$ cat config.mk
export PLATFORM = sky130hd
export DESIGN_NAME = qcldpc_encode_sequencer
export DESIGN_NICKNAME = d
export VERILOG_FILES = /design/src/rtl/qcldpc_pkg.sv /design/src/rtl/qcldpc_onehot_check.sv /design/src/rtl/qcldpc_encode_sequencer.sv
export SDC_FILE = /design/constraint.sdc
export NUM_CORES = 1
export LEC_CHECK = 0
export BUFFER_PORTS_ARGS = -buffer_cell sky130_fd_sc_hd__buf_4
export CAP_MARGIN = 20
export CORE_MARGIN = 5
export CORE_UTILIZATION = 55
export CTS_BUF_LIST = sky130_fd_sc_hd__clkbuf_8
export DETAILED_ROUTE_END_ITERATION = 10
export GPL_ROUTABILITY_DRIVEN = 0
export PLACE_DENSITY_LB_ADDON = 0.1
export SLEW_MARGIN = 20
export SYNTH_ARGS = -nofsm -noshare
export SYNTH_HDL_FRONTEND = slang
export SYNTH_HIERARCHICAL = 1
export SYNTH_SLANG_ARGS = --single-unit
$ cat constraint.sdc
create_clock -name clk -period 4.8 [get_ports clk]
set_input_delay 0.72 -clock clk [delete_from_list [all_inputs] [get_ports clk]]
set_output_delay 0.72 -clock clk [all_outputs]
set_load 0.05 [all_outputs]
$ cat src/rtl/qcldpc_pkg.sv
// rtl/qcldpc_pkg.sv - shared constants, FSM state type and Z-index helper for the QC-LDPC encoder
package qcldpc_pkg;

    localparam int NUM_Z         = 3;
    localparam int NUM_INFO_BLKS = 20;
    localparam int NUM_PAR_BLKS  = 4;

    localparam int Z_IDX_W = (NUM_Z > 1) ? $clog2(NUM_Z) : 1;

    typedef enum logic [1:0] {
        S_IDLE  = 2'd0,
        S_LOAD  = 2'd1,
        S_DRAIN = 2'd2,
        S_EMIT  = 2'd3
    } seq_state_t;

    // Bit position of the set bit in a one-hot Z request (0 for an all-zero input).
    function automatic logic [Z_IDX_W-1:0] onehot_to_idx(input logic [NUM_Z-1:0] oh);
        logic [Z_IDX_W-1:0] idx;
        idx = '0;
        for (int i = 0; i < NUM_Z; i++) begin
            if (oh[i]) begin
                idx = Z_IDX_W'(i);
            end
        end
        return idx;
    endfunction

endpackage

$ cat src/rtl/qcldpc_onehot_check.sv
// rtl/qcldpc_onehot_check.sv - one-hot validation and index extraction for a Z request
module qcldpc_onehot_check #(
    parameter int W  = 3,
    parameter int IW = 2
) (
    input  logic [W-1:0]  req_z,
    output logic          is_onehot,
    output logic [IW-1:0] idx
);

    // Exactly one bit set: nonzero, and clearing the lowest set bit leaves nothing.
    always_comb begin
        is_onehot = (req_z != '0) && ((req_z & (req_z - W'(1))) == '0);
        idx       = '0;
        for (int i = 0; i < W; i++) begin
            if (req_z[i]) begin
                idx = IW'(i);
            end
        end
    end

endmodule

$ cat src/rtl/qcldpc_encode_sequencer.sv
// rtl/qcldpc_encode_sequencer.sv - sequences one QC-LDPC code-block encode through the shared datapath
module qcldpc_encode_sequencer
    import qcldpc_pkg::*;
#(
    parameter int NUM_Z         = qcldpc_pkg::NUM_Z,
    parameter int NUM_INFO_BLKS = qcldpc_pkg::NUM_INFO_BLKS,
    parameter int NUM_PAR_BLKS  = qcldpc_pkg::NUM_PAR_BLKS,
    parameter int PIPE_LAT      = 1,
    parameter int ROM_AW        = 8
) (
    input  logic                            clk,
    input  logic                            rst_n,
    input  logic                            start,
    input  logic [NUM_Z-1:0]                req_z,
    input  logic                            abort,
    output logic                            busy,
    output logic                            cfg_err,
    input  logic                            in_valid,
    output logic                            in_ready,
    output logic [NUM_Z-1:0]                z_sel,
    output logic [ROM_AW-1:0]               rom_addr,
    output logic                            acc_clr,
    output logic                            acc_en,
    output logic                            par_valid,
    input  logic                            par_ready,
    output logic [$clog2(NUM_PAR_BLKS)-1:0] par_idx,
    output logic                            par_last,
    output logic                            done
);

    localparam int IDX_W = (NUM_Z > 1) ? $clog2(NUM_Z) : 1;
    localparam int COL_W = (NUM_INFO_BLKS > 1) ? $clog2(NUM_INFO_BLKS) : 1;
    localparam int PAR_W = $clog2(NUM_PAR_BLKS);

    localparam logic [COL_W-1:0] COL_LAST = COL_W'(NUM_INFO_BLKS - 1);
    localparam logic [PAR_W-1:0] PAR_LAST = PAR_W'(NUM_PAR_BLKS - 1);
    localparam logic [2:0]       LAT_INIT = 3'(PIPE_LAT);

    seq_state_t        state;
    logic [COL_W-1:0]  col;
    logic [2:0]        lat_cnt;
    logic              req_onehot;
    logic [IDX_W-1:0]  req_idx;
    logic              par_beat;

    qcldpc_onehot_check #(
        .W  (NUM_Z),
        .IW (IDX_W)
    ) u_req_chk (
        .req_z     (req_z),
        .is_onehot (req_onehot),
        .idx       (req_idx)
    );

    // Handshake and status outputs decoded from state; abort suppresses a same-cycle info beat.
    always_comb begin
        busy      = (state != S_IDLE);
        in_ready  = (state == S_LOAD);
        acc_en    = in_ready & in_valid & ~abort;
        par_valid = (state == S_EMIT);
        par_last  = par_valid & (par_idx == PAR_LAST);
        par_beat  = par_valid & par_ready;
    end

    // Sequencer FSM with column, latency and parity-lane counters; pulses default low each cycle.
    always_ff @(posedge clk) begin
        if (!rst_n) begin
            state    <= S_IDLE;
            z_sel    <= '0;
            rom_addr <= '0;
            col      <= '0;
            lat_cnt  <= '0;
            par_idx  <= '0;
            acc_clr  <= 1'b0;
            cfg_err  <= 1'b0;
            done     <= 1'b0;
        end else begin
            acc_clr <= 1'b0;
            cfg_err <= 1'b0;
            done    <= 1'b0;
            if ((state != S_IDLE) && abort) begin
                state    <= S_IDLE;
                acc_clr  <= 1'b1;
                col      <= '0;
                par_idx  <= '0;
                rom_addr <= '0;
                lat_cnt  <= '0;
            end else begin
                case (state)
                    S_IDLE: begin
                        if (start) begin
                            if (req_onehot) begin
                                z_sel    <= req_z;
                                rom_addr <= ROM_AW'(req_idx) * ROM_AW'(NUM_INFO_BLKS);
                                col      <= '0;
                                acc_clr  <= 1'b1;
                                state    <= S_LOAD;
                            end else begin
                                cfg_err <= 1'b1;
                            end
                        end
                    end
                    S_LOAD: begin
                        if (acc_en) begin
                            if (col == COL_LAST) begin
                                if (PIPE_LAT == 0) begin
                                    state <= S_EMIT;
                                end else begin
                                    state   <= S_DRAIN;
                                    lat_cnt <= LAT_INIT;
                                end
                            end else begin
                                col      <= col + COL_W'(1);
                                rom_addr <= rom_addr + ROM_AW'(1);
                            end
                        end
                    end
                    S_DRAIN: begin
                        // One DRAIN cycle per unit of latency; leave as the count reaches zero.
                        if (lat_cnt <= 3'd1) begin
                            lat_cnt <= '0;
                            state   <= S_EMIT;
                        end else begin
                            lat_cnt <= lat_cnt - 3'd1;
                        end
                    end
                    S_EMIT: begin
                        if (par_beat) begin
                            if (par_idx == PAR_LAST) begin
                                par_idx <= '0;
                                done    <= 1'b1;
                                state   <= S_IDLE;
                            end else begin
                                par_idx <= par_idx + PAR_W'(1);
                            end
                        end
                    end
                    default: state <= S_IDLE;
                endcase
            end
        end
    end

endmodule

==> metrics.yaml, run 1 <==
run_status: "finished, final reports clean"
critPathMaxStageDelay_ns: 0.53
crit_fanout: 17
synth_simple_gate_area_share_pct: 26.4
cp.arrival_ns: 1.75
drive_gt1_share_pct: 21.7
routed_wl_um: 3510
wl_per_cell_um: 15.4
syn_area_sq_um: 1490
crit_chain: "inv_1, ha_1, nand3b_2, inv_2, buf_4"
die-area_sq_um: 3840
r2r-start: "state[1]$_SDFFE_PP0P_"
setup_tns_ns: 0
relSlewSlack_pct: 27.4
cts_max_level: 1
synthFlopType: "dfxtp_1"
start_util_pct: 58.9
final_nets: 217
crit_end: "acc_en"
met1_length_um: 1440
layoutNonFillerInstCount: 228
ctsHoldBuffers: 0
yosys_warnings: 6
post-route-period-util_pct: 51.5
rrSetupSlack_ns: 2.43
maxCapViolCount: 0
synth_edf_count: 0
synth-compound-area-share_pct: 23.6
cts_root_buf: "clkbuf_8"
numClockSinks: 26
synth-xor-area-share_pct: 0.590
met3_length_um: 207
grt_max_degree: 18
post-place-cells: 224
multi_input_area_sq_um: 905
total_leakage_power_uw: 0.000743
core_area_sq_um: 2520
grt_pass1_wl_um: 5790
port_buffers: 29
powerDensity_nw_per_um2: 478
setup_viol: 0
die_y_um: 62.0
ant_nets: 0
drt-initial-drc-count: 73
cp.required_ns: 4.08
r2r.worst_path.cells: 6
gr-usage-all-layers_pct: 19.8
area_growth_pct: 18.6
grt_pass1_vias: 1352
post_cts_buffers: 0
synth_area_per_cell_sq_um: 8.63
seqCellArea_sq_um: 520
ir_drop_v: 0.000470
start_kind: "register"
r2r_end: "rom_addr[2]$_SDFFE_PP0P_"
startpoint: "state[1]$_SDFFE_PP0P_"
top_level_ports: 30
top_layer_used: "met4"
drv_slew: 0
synth-async-reset-ratio_pct: 0
viasPerCell: 6.11
max_freq_mhz: 404
cts_max_path_buffers: 2
cpMaxStageDelayCell: "ha_1"
utilization_pct: 69.8
cts_tree: "done"
insertedDiodeCount: 0
yosysSeqAreaShare_pct: 35.0
hold_violations: 0
syn_nets: 190
clkLatencyLatePin_ns: 0.27
crit_type: "reg -> out"
skew_ns: 0.00302
cts_resized: 0
antenna_found_initial: 0
hpwl_um: 2580
synth_cells: 172
via_count: 1392
worstHoldPathType: "reg -> reg"
synth_fa_ha_area_share_pct: 7.58
synth_top_family_by_area: "simple AND/OR/NAND/NOR gates"
rsz0062_at_grt: "false"
met2_length_um: 1830
cts.reportedPaths.clkPinSlew_ns: 0.09
cts_buffers: 3
muxShareOfSynthArea_pct: 2.78
drt-pass1-iter-count: 4
route.detailed.drc: 0
grt-ovfl-total: 0
chipWidth_um: 62.0
cp-end-kind: "primary output"
ys_ff_latch: 26
worst-slew-pin-transition_ns: 1.09
fin_crit_ns: 2.47
synthDistinctLibCells: 49
nFillCells: 221
row_count: 18
## power breakdown
group | switching (uW) | internal, uW
Sequential | 29.2 | 242
Combinational | 303 | 128
Clock | 66.5 | 73.3
Total | 399 | 443
## through the flow
stage	hold slack, ns	area [sq um]	setup WS [ns]	total power, uW
final	0.486	1760	2.33	842
after global routing	0.516	1760	2.19	895
after CTS	0.491	1760	2.34	844
after detailed placement	0.478	1710	2.18	702
after global placement	0.464	1710	2.26	692
after floorplan	0.449	1490	2.60	599
## critical path, delay by kind of cell, from the launching register on
kind / cells / cell delay, ns
DFF: 1 / 0.34
buffers and inverters: 3 / 0.42
adders and majority gates: 1 / 0.53
and+or+nand+nor: 1 / 0.18
## cell usage in the layout, fill, tap and decap left out, types with 2 or more instances in the layout
cell type / n
a31oi_1: 3
clkbuf_8: 4
o311ai_0: 2
nand3_1: 9
dfxtp_1: 26
nand2_1: 13
nor3_1: 2
o22ai_1: 2
a21boi_0: 2
ha_1: 9
nand4b_1: 2
or4_1: 3
o31ai_1: 2
nor2_1: 6
nand4_1: 6
o21ai_0: 12
buf_4: 29
and3_1: 2
a211oi_1: 2
or3_1: 4
and2_1: 2
nand2b_1: 3
mux2i_1: 3
a22oi_2: 2
nor2b_1: 6
o211ai_1: 3
inv_1: 6
a21oi_1: 13
## layout make-up
class / count / share of cell area, %
Tap cell: 30 / 2.13
Sequential cell: 26 / 29.5
Multi-Input combinational cell: 132 / 51.3
Inverter: 7 / 1.49
Clock buffer: 4 / 3.12
Timing Repair Buffer: 29 / 12.4
## routing by layer
metal	up-vias	GRT usage (%)
met4	0	6.36
met1	647	23.6
li1	701	-
met3	4	2.48
met2	40	36.2
met5	-	0
## flip-flops by register name, indices dropped and copies added, names as in the netlist
register and flops:
par_idx 2, rom_addr 8, z_sel 3, acc_clr 1, done 1, lat_cnt 3
state 2, cfg_err 1, col 5
## worst min path at each step
stage | cells after the start | to | from | slack, ns
floorplan | 2 | lat_cnt[1]$_SDFFE_PP0P_ | lat_cnt[1]$_SDFFE_PP0P_ | 0.45
global placement | 2 | par_idx[1]$_SDFFE_PP0P_ | par_idx[1]$_SDFFE_PP0P_ | 0.46
detailed placement | 2 | par_idx[1]$_SDFFE_PP0P_ | par_idx[1]$_SDFFE_PP0P_ | 0.48
CTS | 2 | par_idx[1]$_SDFFE_PP0P_ | par_idx[1]$_SDFFE_PP0P_ | 0.49
global route | 2 | par_idx[1]$_SDFFE_PP0P_ | par_idx[1]$_SDFFE_PP0P_ | 0.52
finish | 2 | par_idx[1]$_SDFFE_PP0P_ | par_idx[1]$_SDFFE_PP0P_ | 0.49
## cell usage after synthesis, drive strengths merged (2+ instances only)
cell type / count / area [sq um]
or4: 3 / 22.5
and3: 2 / 12.5
nand4b: 2 / 17.5
nor3: 2 / 10.0
a21boi: 3 / 22.5
o22ai: 2 / 12.5
nand3: 9 / 45.0
a21oi: 13 / 65.1
o31ai: 2 / 15.0
o211ai: 3 / 22.5
nand2: 13 / 48.8
nor2: 6 / 22.5
clkbuf: 3 / 11.3
and2: 2 / 12.5
dfxtp: 26 / 521
mux2i: 3 / 30.0
o311ai: 2 / 17.5
a211oi: 2 / 15.0
nand4: 6 / 37.5
ha: 9 / 113
or3: 4 / 25.0
a22oi: 2 / 25.0
nand2b: 3 / 18.8
nor2b: 6 / 37.5
buf: 4 / 22.5
inv: 7 / 26.3
a31oi: 3 / 18.8
o21ai: 12 / 60.1
## logic make-up (layout without fill, tap and decap cells)
family,Yosys count,after routing
muxes,4,4
buffers and inverters,14,40
adders and majority gates,9,9
AOI/OAI and AO/OA,52,52
xor gates and xnor gates,1,1
DFF,26,26
and+or+nand+nor,66,66
Note: power is estimated with default switching activity, not from simulation.
==> inputs of run 2 (changes only) <==
CORE_UTILIZATION = 51   (was 55)
clock period = 2 ns   (was 4.8 ns; I/O delays follow)
==> run 2 against run 1 <==
Net effect: first-iteration DRC count unchanged; flip-flop and latch count is the same; largest power group unchanged; register-to-register slack got worse by 2.3 ns; final area increased by 4.3%; combinational power grew to 2.9 times the previous value; via count up 3.7%; non-clock buffer count up 11; critical path type is now reg -> reg; clock skew down 0.0017 ns; total power rose to 2.6 times the previous value; global-route usage shrank 2.3 points.
==> metrics.yaml, run 2 (synthesized netlist as in run 1, its figures left out) <==
drt-pass1-iter-count: 4
internal_power_uw: 1170
top_layer_used: "met4"
port_buffers: 29
row_count: 19
total_leakage_power_uw: 0.000788
relSlewSlack_pct: 62.4
crit_chain: "inv_1, ha_2, nand3b_2, inv_2, a22oi_2, buf_4, or4_1, a21oi_1"
insertedDiodeCount: 0
gr-usage-all-layers_pct: 17.5
switchingPower_uw: 993
die-area_sq_um: 4090
hpwl_um: 2690
powerDensity_nw_per_um2: 1180
ir_drop_v: 0.000784
final_common_cell: "buf_4"
critical-path-top-delay-family: "simple AND/OR/NAND/NOR gates"
swShare_pct: 45.8
crit_cells: 8
largest_register_ffs: 8
r2r-start: "state[1]$_SDFFE_PP0P_"
top_level_ports: 30
cts_root_buf: "clkbuf_8"
via_count: 1443
met1_length_um: 1610
maxCapViolCount: 0
worst-slew-pin-transition_ns: 0.564
run_status: "finished, final reports clean"
pwr-share-seq_pct: 29.8
rsz0062_at_grt: "false"
drv_slew: 0
core_area_sq_um: 2780
regMostFlops: "rom_addr"
setup_ws_ns: 0.121
post-route-period-util_pct: 94.0
skew_ns: 0.00132
chipWidth_um: 64.0
cp-end-kind: "register"
layout_common_cells: "buf_4 (40), dfxtp_1 (26), nand2_1 (13), a21oi_1 (13), o21ai_0 (12)"
cts_max_path_buffers: 2
drive_gt1_share_pct: 26.4
grt_pass1_vias: 1334
met2_length_um: 1630
setup_tns_ns: 0
final_nets: 228
start_util_pct: 53.4
routed_wl_um: 3540
cts_buffers: 3
r2r.worst_path.cells: 8
hold_violations: 0
route.detailed.drc: 0
cp.required_ns: 2.20
rrSetupSlack_ns: 0.12
clkLatencyLatePin_ns: 0.26
crit_fanout: 14
hold_depth: 2
grt-ovfl-total: 0
critPathBufInv: 3
grt_max_degree: 18
numClockSinks: 26
antenna_found_initial: 0
r2r_end: "col[0]$_SDFFE_PP0P_"
grt_pass1_wl_um: 6110
worstHoldPathType: "in -> reg"
area_growth_pct: 23.7
cp.arrival_ns: 2.08
wl_per_cell_um: 14.8
detailedPlace.worstSlack_ns: 0.159
die_y_um: 64.0
drt-initial-drc-count: 73
setup_viol: 0
top_regs: "rom_addr x8, col x5"
cts_tree: "done"
critPathMaxStageDelay_ns: 0.39
ant_nets: 0
viasPerCell: 6.04
max_freq_mhz: 532
power.share.clock_pct: 13.1
cpMaxStageDelayCell: "or4_1"
comb_power_share_pct: 57.1
crit_type: "reg -> reg"
cts.reportedPaths.clkPinSlew_ns: 0.08
hp-start: "par_ready"
ctsHoldBuffers: 0
cts_max_level: 1
fin_crit_ns: 1.88
met3_length_um: 267
start_kind: "register"
holdPathEnd: "done$_SDFF_PP0_"
[run 2: cell count changes in the layout (fill, tap and decap cells not counted), sizes merged]
| cell | before | now |
|---|---|---|
| buf | 29 | 40 |
| clkbuf | 4 | 3 |
[run 2: layout make-up]
class / instances / area [sq um]
multi-input combinational: 132 / 910
inverter: 7 / 26.3
tap: 31 / 38.8
fill: 224 / 945
sequential: 26 / 520
clock buffer: 3 / 41.3
timing repair buffer: 40 / 300
[run 2: how the worst max path moves through the flow]
stage,to,start,slack (ns)
floorplan,lat_cnt[2]$_SDFFE_PP0P_,state[1]$_SDFFE_PP0P_,0.009
global placement,rom_addr[7]$_SDFFE_PP0P_,req_z[2],0.19
detailed placement,rom_addr[6]$_SDFFE_PP0P_,state[1]$_SDFFE_PP0P_,0.16
CTS,rom_addr[6]$_SDFFE_PP0P_,state[1]$_SDFFE_PP0P_,0.13
global route,col[0]$_SDFFE_PP0P_,state[1]$_SDFFE_PP0P_,0.02
finish,col[0]$_SDFFE_PP0P_,state[1]$_SDFFE_PP0P_,0.12
[run 2: routing by layer]
metal	track usage (%)	vias up
met5	0	-
met4	4.68	0
met3	4.73	4
met2	27.9	49
met1	23.3	673
li1	-	717
[run 2: power by group through the flow]
stage	registers [uW]	clock network (uW)	logic (uW)
6_report	647	283	1240
5_1_grt	657	324	1320
4_1_cts	644	292	1130
3_5_place_dp	657	0	1120
3_3_place_gp	652	0	1100
2_1_floorplan	792	0	650
[run 2: timing repair]
action                                  4_1_cts  5_1_grt
endpoints found under the setup margin        0        3
resized for setup                             0        1
buffers inserted                              0        4
[run 2: stage by stage]
stage	power, uW	hold WS (ns)	instance area (sq um)	utilization [%]	std cells
after floorplan	1440	0.446	1490	-	172
after CTS	2060	0.295	1800	64.9	235
after detailed placement	1780	0.472	1760	63.4	232
final	2170	0.303	1840	66.0	239
after global placement	1760	0.462	1760	63.4	232
after global routing	2300	0.321	1840	66.0	239
